===== config.mk =====
export PLATFORM = sky130hd
export DESIGN_NAME = prn_chip_stream
export DESIGN_NICKNAME = d
export VERILOG_FILES = /design/src/rtl/prn_chip_stream.sv
export SDC_FILE = /design/constraint.sdc
export NUM_CORES = 2
export LEC_CHECK = 0
export ABC_AREA = 1
export CORE_MARGIN = 1
export CORE_UTILIZATION = 40
export DETAILED_ROUTE_END_ITERATION = 16
export PLACE_DENSITY = 0.56
export SETUP_SLACK_MARGIN = 0.3
export SYNTH_ARGS = -nofsm -noshare
export SYNTH_HDL_FRONTEND = slang
export SYNTH_SLANG_ARGS = --single-unit

===== constraint.sdc =====
create_clock -name clk -period 2.2 [get_ports clk]
set_input_delay 0.44 -clock clk [delete_from_list [all_inputs] [get_ports clk]]
set_output_delay 0.44 -clock clk [all_outputs]
set_load 0.05 [all_outputs]

===== src/rtl/prn_chip_stream.sv =====
// -----------------------------------------------------------------------------
// prn_chip_stream
//   Streaming multi-channel NavIC L1 SPS ranging-code chip generator.
//   Every channel owns a seed shadow {S0,S1,SC} and a working set {r0,r1,c}.
//   All channels advance together by one chip per accepted beat on a
//   valid/ready stream. A run is one epoch of CODE_LEN chips, or repeated
//   epochs when continuous mode is latched at start. The first and last
//   CAP_N chips of every epoch are captured per channel.
//
// Ports
//   clk, rst_n        clock, asynchronous active-low reset
//   load, load_ch     seed-load strobe and target channel (IDLE/DONE only)
//   r0_in,r1_in,c_in  seed values
//   start, abort      begin epoch(s) / stop and return to IDLE
//   continuous        repeat epochs with seed reload (latched at start)
//   chip_valid/ready  output stream handshake
//   chips             current chip of each channel (bit k = channel k)
//   chip_idx          chip index within the epoch
//   epoch_last        current beat is the last chip of the epoch
//   busy              FSM not IDLE
//   load_err          one-cycle pulse: load attempted while running
//   first_chips       chips 0..CAP_N-1 per channel, chip 0 in MSB of field
//   last_chips        last CAP_N chips per channel, last chip in LSB of field
// -----------------------------------------------------------------------------
module prn_chip_stream #(
  parameter int N_CH     = 4,
  parameter int REG_W    = 55,
  parameter int C_W      = 5,
  parameter int CODE_LEN = 10230,
  parameter int CAP_N    = 24,
  parameter logic [REG_W-1:0] TAP0 = 55'h0040_0000_80_0000,
  parameter logic [REG_W-1:0] TAP1 = 55'h0000_0040_80_0000,
  localparam int CH_W  = (N_CH > 1) ? $clog2(N_CH) : 1,
  localparam int IDX_W = $clog2(CODE_LEN)
) (
  input  logic                    clk,
  input  logic                    rst_n,
  input  logic                    load,
  input  logic [CH_W-1:0]         load_ch,
  input  logic [REG_W-1:0]        r0_in,
  input  logic [REG_W-1:0]        r1_in,
  input  logic [C_W-1:0]          c_in,
  input  logic                    start,
  input  logic                    abort,
  input  logic                    continuous,
  output logic                    chip_valid,
  input  logic                    chip_ready,
  output logic [N_CH-1:0]         chips,
  output logic [IDX_W-1:0]        chip_idx,
  output logic                    epoch_last,
  output logic                    busy,
  output logic                    load_err,
  output logic [N_CH*CAP_N-1:0]   first_chips,
  output logic [N_CH*CAP_N-1:0]   last_chips
);

  typedef enum logic [1:0] {ST_IDLE, ST_RUN, ST_DONE} state_t;

  state_t state_q, state_d;
  logic   cont_q;

  logic [REG_W-1:0] s0_q [N_CH];
  logic [REG_W-1:0] s1_q [N_CH];
  logic [C_W-1:0]   sc_q [N_CH];
  logic [REG_W-1:0] r0_q [N_CH];
  logic [REG_W-1:0] r1_q [N_CH];
  logic [C_W-1:0]   c_q  [N_CH];

  logic accept, at_last, in_first, in_last, load_ok, start_ok;

  function automatic logic [REG_W-1:0] lfsr_step(input logic [REG_W-1:0] r,
                                                 input logic [REG_W-1:0] tap);
    return {r[REG_W-2:0], ^(r & tap)};
  endfunction

  function automatic logic [C_W-1:0] rotl_c(input logic [C_W-1:0] c);
    return {c[C_W-2:0], c[C_W-1]};
  endfunction

  // valid comes straight from the state register, so chip_ready never
  // reaches it combinationally
  assign chip_valid = (state_q == ST_RUN);
  assign busy       = (state_q != ST_IDLE);
  assign accept     = chip_valid & chip_ready;
  assign at_last    = (chip_idx == IDX_W'(CODE_LEN - 1));
  assign epoch_last = chip_valid & at_last;
  assign in_first   = (chip_idx < IDX_W'(CAP_N));
  assign in_last    = (chip_idx >= IDX_W'(CODE_LEN - CAP_N));
  assign load_ok    = load & ((state_q == ST_IDLE) | (state_q == ST_DONE));
  // a load in the same cycle takes precedence and defers the start
  assign start_ok   = (state_q == ST_IDLE) & start & ~load & ~abort;

  always_comb begin
    chips = '0;
    for (int k = 0; k < N_CH; k++) begin
      chips[k] = r0_q[k][REG_W-1] ^ r1_q[k][REG_W-1] ^ c_q[k][C_W-1];
    end
  end

  always_comb begin
    state_d = state_q;
    unique case (state_q)
      ST_IDLE: if (start_ok) state_d = ST_RUN;
      ST_RUN:  if (accept && at_last && !cont_q) state_d = ST_DONE;
      ST_DONE: state_d = ST_IDLE;
      default: state_d = ST_IDLE;
    endcase
    if (abort) state_d = ST_IDLE;
  end

  always_ff @(posedge clk or negedge rst_n) begin
    if (!rst_n) begin
      state_q     <= ST_IDLE;
      cont_q      <= 1'b0;
      chip_idx    <= '0;
      load_err    <= 1'b0;
      first_chips <= '0;
      last_chips  <= '0;
      for (int k = 0; k < N_CH; k++) begin
        s0_q[k] <= '0;
        s1_q[k] <= '0;
        sc_q[k] <= '0;
        r0_q[k] <= '0;
        r1_q[k] <= '0;
        c_q[k]  <= '0;
      end
    end else begin
      state_q  <= state_d;
      load_err <= load & (state_q == ST_RUN);

      if (abort) begin
        // captures are deliberately left untouched
        chip_idx <= '0;
        for (int k = 0; k < N_CH; k++) begin
          r0_q[k] <= s0_q[k];
          r1_q[k] <= s1_q[k];
          c_q[k]  <= sc_q[k];
        end
      end else if (accept) begin
        for (int k = 0; k < N_CH; k++) begin
          r0_q[k] <= lfsr_step(r0_q[k], TAP0);
          r1_q[k] <= lfsr_step(r1_q[k], TAP1);
          c_q[k]  <= rotl_c(c_q[k]);
          if (in_first)
            first_chips[k*CAP_N +: CAP_N] <= {first_chips[k*CAP_N +: CAP_N-1], chips[k]};
          if (in_last)
            last_chips[k*CAP_N +: CAP_N] <= {last_chips[k*CAP_N +: CAP_N-1], chips[k]};
        end
        if (at_last) begin
          // epoch boundary: rewind to the seeds so the next epoch (or the
          // next run) starts from chip 0 without a bubble
          chip_idx <= '0;
          for (int k = 0; k < N_CH; k++) begin
            r0_q[k] <= s0_q[k];
            r1_q[k] <= s1_q[k];
            c_q[k]  <= sc_q[k];
          end
        end else begin
          chip_idx <= chip_idx + IDX_W'(1);
        end
      end else if (start_ok) begin
        chip_idx <= '0;
        cont_q   <= continuous;
      end

      if (load_ok) begin
        s0_q[load_ch] <= r0_in;
        s1_q[load_ch] <= r1_in;
        sc_q[load_ch] <= c_in;
        r0_q[load_ch] <= r0_in;
        r1_q[load_ch] <= r1_in;
        c_q[load_ch]  <= c_in;
      end
    end
  end

endmodule

Yosys cells after proc, flatten, opt, wreduce, memory -nomap -nowiden

Index checks and enable logic that the tools add are counted.

Register bits after elaboration: 1130
Bits of input ports: 124
Output and inout port bits: 214
Logic and storage cells: 109

Add/sub/neg operators: 1
Magnitude comparators: 4
Equal/unequal tests: 5
Mux-type cells: 30
Bitwise operators: 20
Reductions and logical operators: 19

Operators with widths:

| operator                                                    | count |
|---|---|
| 2-to-1 mux 220 bit                                          | 8 |
| bitwise mux 220 bit                                         | 4 |
| XOR reduction 55 bit                                        | 8 |
| demux 55 bit (select 2 bit)                                 | 1 |
| 2-to-1 mux 20 bit                                           | 4 |
| 2-to-1 mux 14 bit                                           | 4 |
| 2-to-1 mux 55 bit                                           | 1 |
| bitwise mux 20 bit                                          | 2 |
| adder 14 x 1 -> 14 bit, second input constant               | 1 |
| == test 14 bit, second input constant                       | 1 |
| greater-or-equal comparator 14 bit, second input constant   | 1 |
| less-than comparator 14 x 5 -> 1 bit, second input constant | 1 |
| demux 5 bit (select 2 bit)                                  | 1 |
| AND reduction 3 bit                                         | 3 |
| XOR 1 bit                                                   | 8 |
| AND 1 bit                                                   | 7 |
| 2-to-1 mux 2 bit                                            | 3 |
| 2-to-1 mux 5 bit                                            | 1 |
| one-hot mux 2 bit (2 select lines)                          | 1 |
| greater-or-equal comparator 3 bit, second input constant    | 1 |
| logical AND 1 bit                                           | 3 |
| less-than comparator 3 x 1 -> 1 bit, second input constant  | 1 |
| inequality test 3 x 2 -> 1 bit, second input constant       | 1 |
| inequality test 3 bit, second input constant                | 1 |
| other kinds (10)                                            | 12 |

Logic depth before layout (Yosys ltp)

Depth in word-level cells: 7
Gate-level depth with buffers: 11
Mapped depth without buffers: 9

Worst setup path after synthesis

No wires, ideal clock.

Path kind: flip-flop to output port
Start: register chip_idx[0]
End: output port epoch_last
Arrival time: 1.858 ns
Data required time: 1.760 ns
Setup slack: -0.098 ns
Cell stages (with the launch flop): 6
Path buffers: 0
Cells stage by stage: dfrtp_1 -> ha_1 -> nand3_1 -> nor2_1 -> nand2_1 -> nor2_1

Word-level cells in the longest chain between the ends: 2

RTL lines:

| what                   | line | text |
|---|---|---|
| start, declared        | 49   | `output logic [IDX_W-1:0] chip_idx,` |
| start signal, assigned | 159  | `chip_idx <= chip_idx + IDX_W'(1);` |
| == test 14 bit         | 85   | `assign at_last = (chip_idx == IDX_W'(CODE_LEN - 1));` |
| AND 1 bit              | 86   | `assign epoch_last = chip_valid & at_last;` |
| end, declared          | 50   | `output logic epoch_last,` |

No other way between the ends.

Final worst setup path

Start: register chip_idx[0]
End: register r1_q[128] in the netlist's numbering

Word-level cells in the longest chain between the ends: 6

RTL lines:

| what                          | line | text |
|---|---|---|
| == test 14 bit (*)            | 85   |  |
| 2-to-1 mux 220 bit (*)        | 149  | `if (at_last) begin` |
| 2-to-1 mux 220 bit (*)        | 139  | `end else if (accept) begin` |
| 2-to-1 mux 220 bit (*)        | 131  | `if (abort) begin` |
| bitwise mux 220 bit           | 171  | `r1_q[load_ch] <= r1_in;` |
| 2-to-1 mux 220 bit (*)        | 166  | `if (load_ok) begin` |
| end signal, assigned by index | 136  | `r1_q[k] <= s1_q[k];` |
| end signal, assigned by index | 142  | `r1_q[k] <= lfsr_step(r1_q[k], TAP1);` |
| end signal, assigned by index | 171  |  |
| end, declared                 | 66   | `logic [REG_W-1:0] r1_q [N_CH];` |

Mark *: on every way between the ends. The rest lies on a longest branch, timed or not.
A chain may end at the register's enable or synchronous reset.

==> flow_summary.toml <==
[die]
dieWidth_um = 363.2
pin_count = 338
core_area_mm2 = 0.1295
die_area_mm2 = 0.1319
rows = 132
start_util = 0.4030
dieHeight_um = 363.2

[clock_network]
clock-root-buffer = "clkbuf_16"
cts_made_buffers = 135
cts.reportedPaths.clkPinSlew_ns = 0.06
htreeDepth = 4
cts_tree = "done"
cts_buffer_depth = 3
clock-sinks = 1130
insertion_delay_ns = 0.77

[worst_setup_path]
cp.required_ns = 2.86
endpoint = "r1_q[128]"
cp-start-kind = "flip-flop"
startpoint = "chip_idx[0]"
crit_type = "flip-flop to flip-flop"
arrival_ns = 3.14
critPathMaxFanout = 8
timing.rr.end = "r1_q[128]"
worstRegToRegCells = 17
reg2reg_slack_ns = -0.28
cp-end-kind = "flip-flop"
r2r_start = "chip_idx[0]"

[timing]
timing.setup.tns_ns = -71.58
maxSlewViolCount = 0
fin_crit_ns = 2.483
setup_violations = 467
hold_ws_ns = 0.1893
clock_skew_ns = 0.02719
slew_headroom = 0.6367
rsz0062_at_grt = "true"
finalCritPeriodShare = 1.129
finalHoldViolCount = 0
tightest_slew_ns = 0.5472
fmaxAchievable_mhz = 402.8
setup_slack_ns = -0.2828

[drt]
ant_nets = 0
route.met2.wl_um = 75330
wl_um = 165700
drt_iter0_drc = 3584
drcViolationCount = 0
top_layer = "met5"
wire_per_inst_um = 18.39
m1WireLength_um = 76900
num_vias = 46250
viasPerCell = 5.132
met3_length_um = 9441
dr.pass1.iters = 6

[cells_and_area]
layout_common_cells = "1985 x nand2_1, 1119 x dfrtp_1, 983 x o21ai_0"
fin_area_mm2 = 0.06959
nets = 7286
fill_cells = 11930
syn_to_final_growth_pct = 33.35
final_common_cell = "nand2_1"
drive_above_1_share = 0.1845

[power_and_ir_drop]
power_leakage_nw = 35.52
ir_drop_v = 0.0008175
power_density_mw_per_mm2 = 876.5

[logic_synthesis]
synth.cell_area_mm2 = 0.05219
synth_edf_count = 0
ys_ff_latch = 1130
ys_seq_area_frac = 0.5418
postSynthCellCount = 6700
async_flop_share = 1.000
synth_nets = 6826
synthFlopType = "dfrtp_1"
yosys_warnings = 0
synthDistinctLibCells = 27
synth_area_per_cell_um2 = 7.789

[job]
maxCapViolCount = 0

[place]
hpwl_um = 97660
portBuffers = 337
gp_congestion = 0.8142
placedInstanceArea_mm2 = 0.05996

[outcome]
violations = "negative setup slack"
outcome = "finished with violations"

[global_routing]
grt_max_degree = 86
grt_pass1_vias = 43970
grt_overflow = 0
track_usage = 0.2413
antenna_found_initial = 12
grt_pass1_wl_um = 252200

[worst_hold_path]
hold_class = "primary input to async pin"
state kept, by name (all words and copies together) (netlist names):
register / flops
r0_q: 220
r1_q: 220
s0_q: 220
s1_q: 220
first_chips: 96
last_chips: 96
c_q: 20
sc_q: 20
chip_idx: 14
state_q: 2
cont_q: 1
load_err: 1
worst min-delay path by stage:
stage,to,slack (ns),from,cells after the start
final,r1_q[65],0.19,rst_n,2
after global routing,r1_q[65],0.19,rst_n,2
after CTS,s1_q[65],0.15,rst_n,2
after detailed placement,first_chips[29],0.39,rst_n,1
after global placement,first_chips[29],0.39,rst_n,1
after floorplan,c_q[0],0.14,rst_n,0
cells in the mapped netlist (9+ instances only):
master | count | area, µm²
nand2_1 | 2145 | 8051
dfrtp_1 | 1130 | 28280
nand3_1 | 1022 | 5115
o21ai_0 | 983 | 4920
inv_1 | 841 | 3157
clkbuf_1 | 217 | 814.5
buf_2 | 174 | 870.8
o21ai_1 | 44 | 220.2
buf_1 | 43 | 161.4
nor2_1 | 38 | 142.6
buf_4 | 14 | 105.1
xnor2_1 | 9 | 78.83
xor2_1 | 9 | 78.83
cell families (layout without fill, tap and decap cells):
family | count (synthesis) | count (layout) | synth area share
buffers and inverters | 1295 | 1858 | 0.09847
xor gates and xnor gates | 18 | 18 | 0.003021
other | 0 | 5 | 0
and+or+nand+nor | 3219 | 3220 | 0.2567
AOI/OAI and AO/OA | 1036 | 1036 | 0.09945
DFF | 1130 | 1130 | 0.5418
adders and majority gates | 2 | 2 | 0.0004794
report_power, final:
part	total, mW	leakage [nW]	switching, mW	internal [mW]
sequential	25.8	13.8	1.37	24.4
clock	22.7	2.22	9.23	13.4
combinational	12.6	19.5	7.69	4.86
total	61.0	35.5	18.3	42.7
critical path, stage by stage, from the launching register on:
cell and delay (ns):
dfrtp_2 0.42, ha_4 0.17, nand3_2 0.06, nor2_2 0.04, buf_6 0.12, buf_6 0.10
buf_6 0.10, buf_6 0.10, buf_6 0.11, nand3_4 0.09, buf_12 0.14, buf_12 0.17
buf_16 0.20, buf_12 0.14, clkbuf_16 0.17, nand3_2 0.08, nand3_1 0.10, nand2_1 0.05
stage by stage:
step                power, mW  worst slack (ns)  std cells    util
floorplan               32.92            0.2814       6700       -
global route            64.38           -0.3642       9009  0.5374
finish                  60.99           -0.2828       9011  0.5374
detailed placement      36.93           -0.1052       8626  0.4630
CTS                     60.39           -0.3255       8942  0.5094
global placement        36.67           -0.1029       8626  0.4630
cell type report:
class,count,area (µm²),share of cell area
tap,1742,2180,0.03132
antenna,5,12.51,0.0001798
sequential,1130,28290,0.4065
inverter,846,3227,0.04637
multi-input combinational,4276,21530,0.3094
clock inverter,28,391.6,0.005628
timing repair buffer,771,9818,0.1411
clock buffer,213,4136,0.05944
repair_timing:
action / in CTS / in global routing
hold buffers: 1 / 0
setup buffers: 35 / 18
endpoints found under the setup margin: 661 / 616
resized for setup: 1265 / 533
pin swaps: 42 / 176
cloned: 39 / 46
hold endpoints to repair: 166 / 0
layer usage:
| layer | track usage | up-vias |
|---|---|---|
| li1 | - | 22270 |
| met5 | 0 | - |
| met3 | 0.04315 | 264 |
| met2 | 0.3776 | 1227 |
| met4 | 0.07223 | 12 |
| met1 | 0.3406 | 22470 |
(Power assumes the default switching activity.)
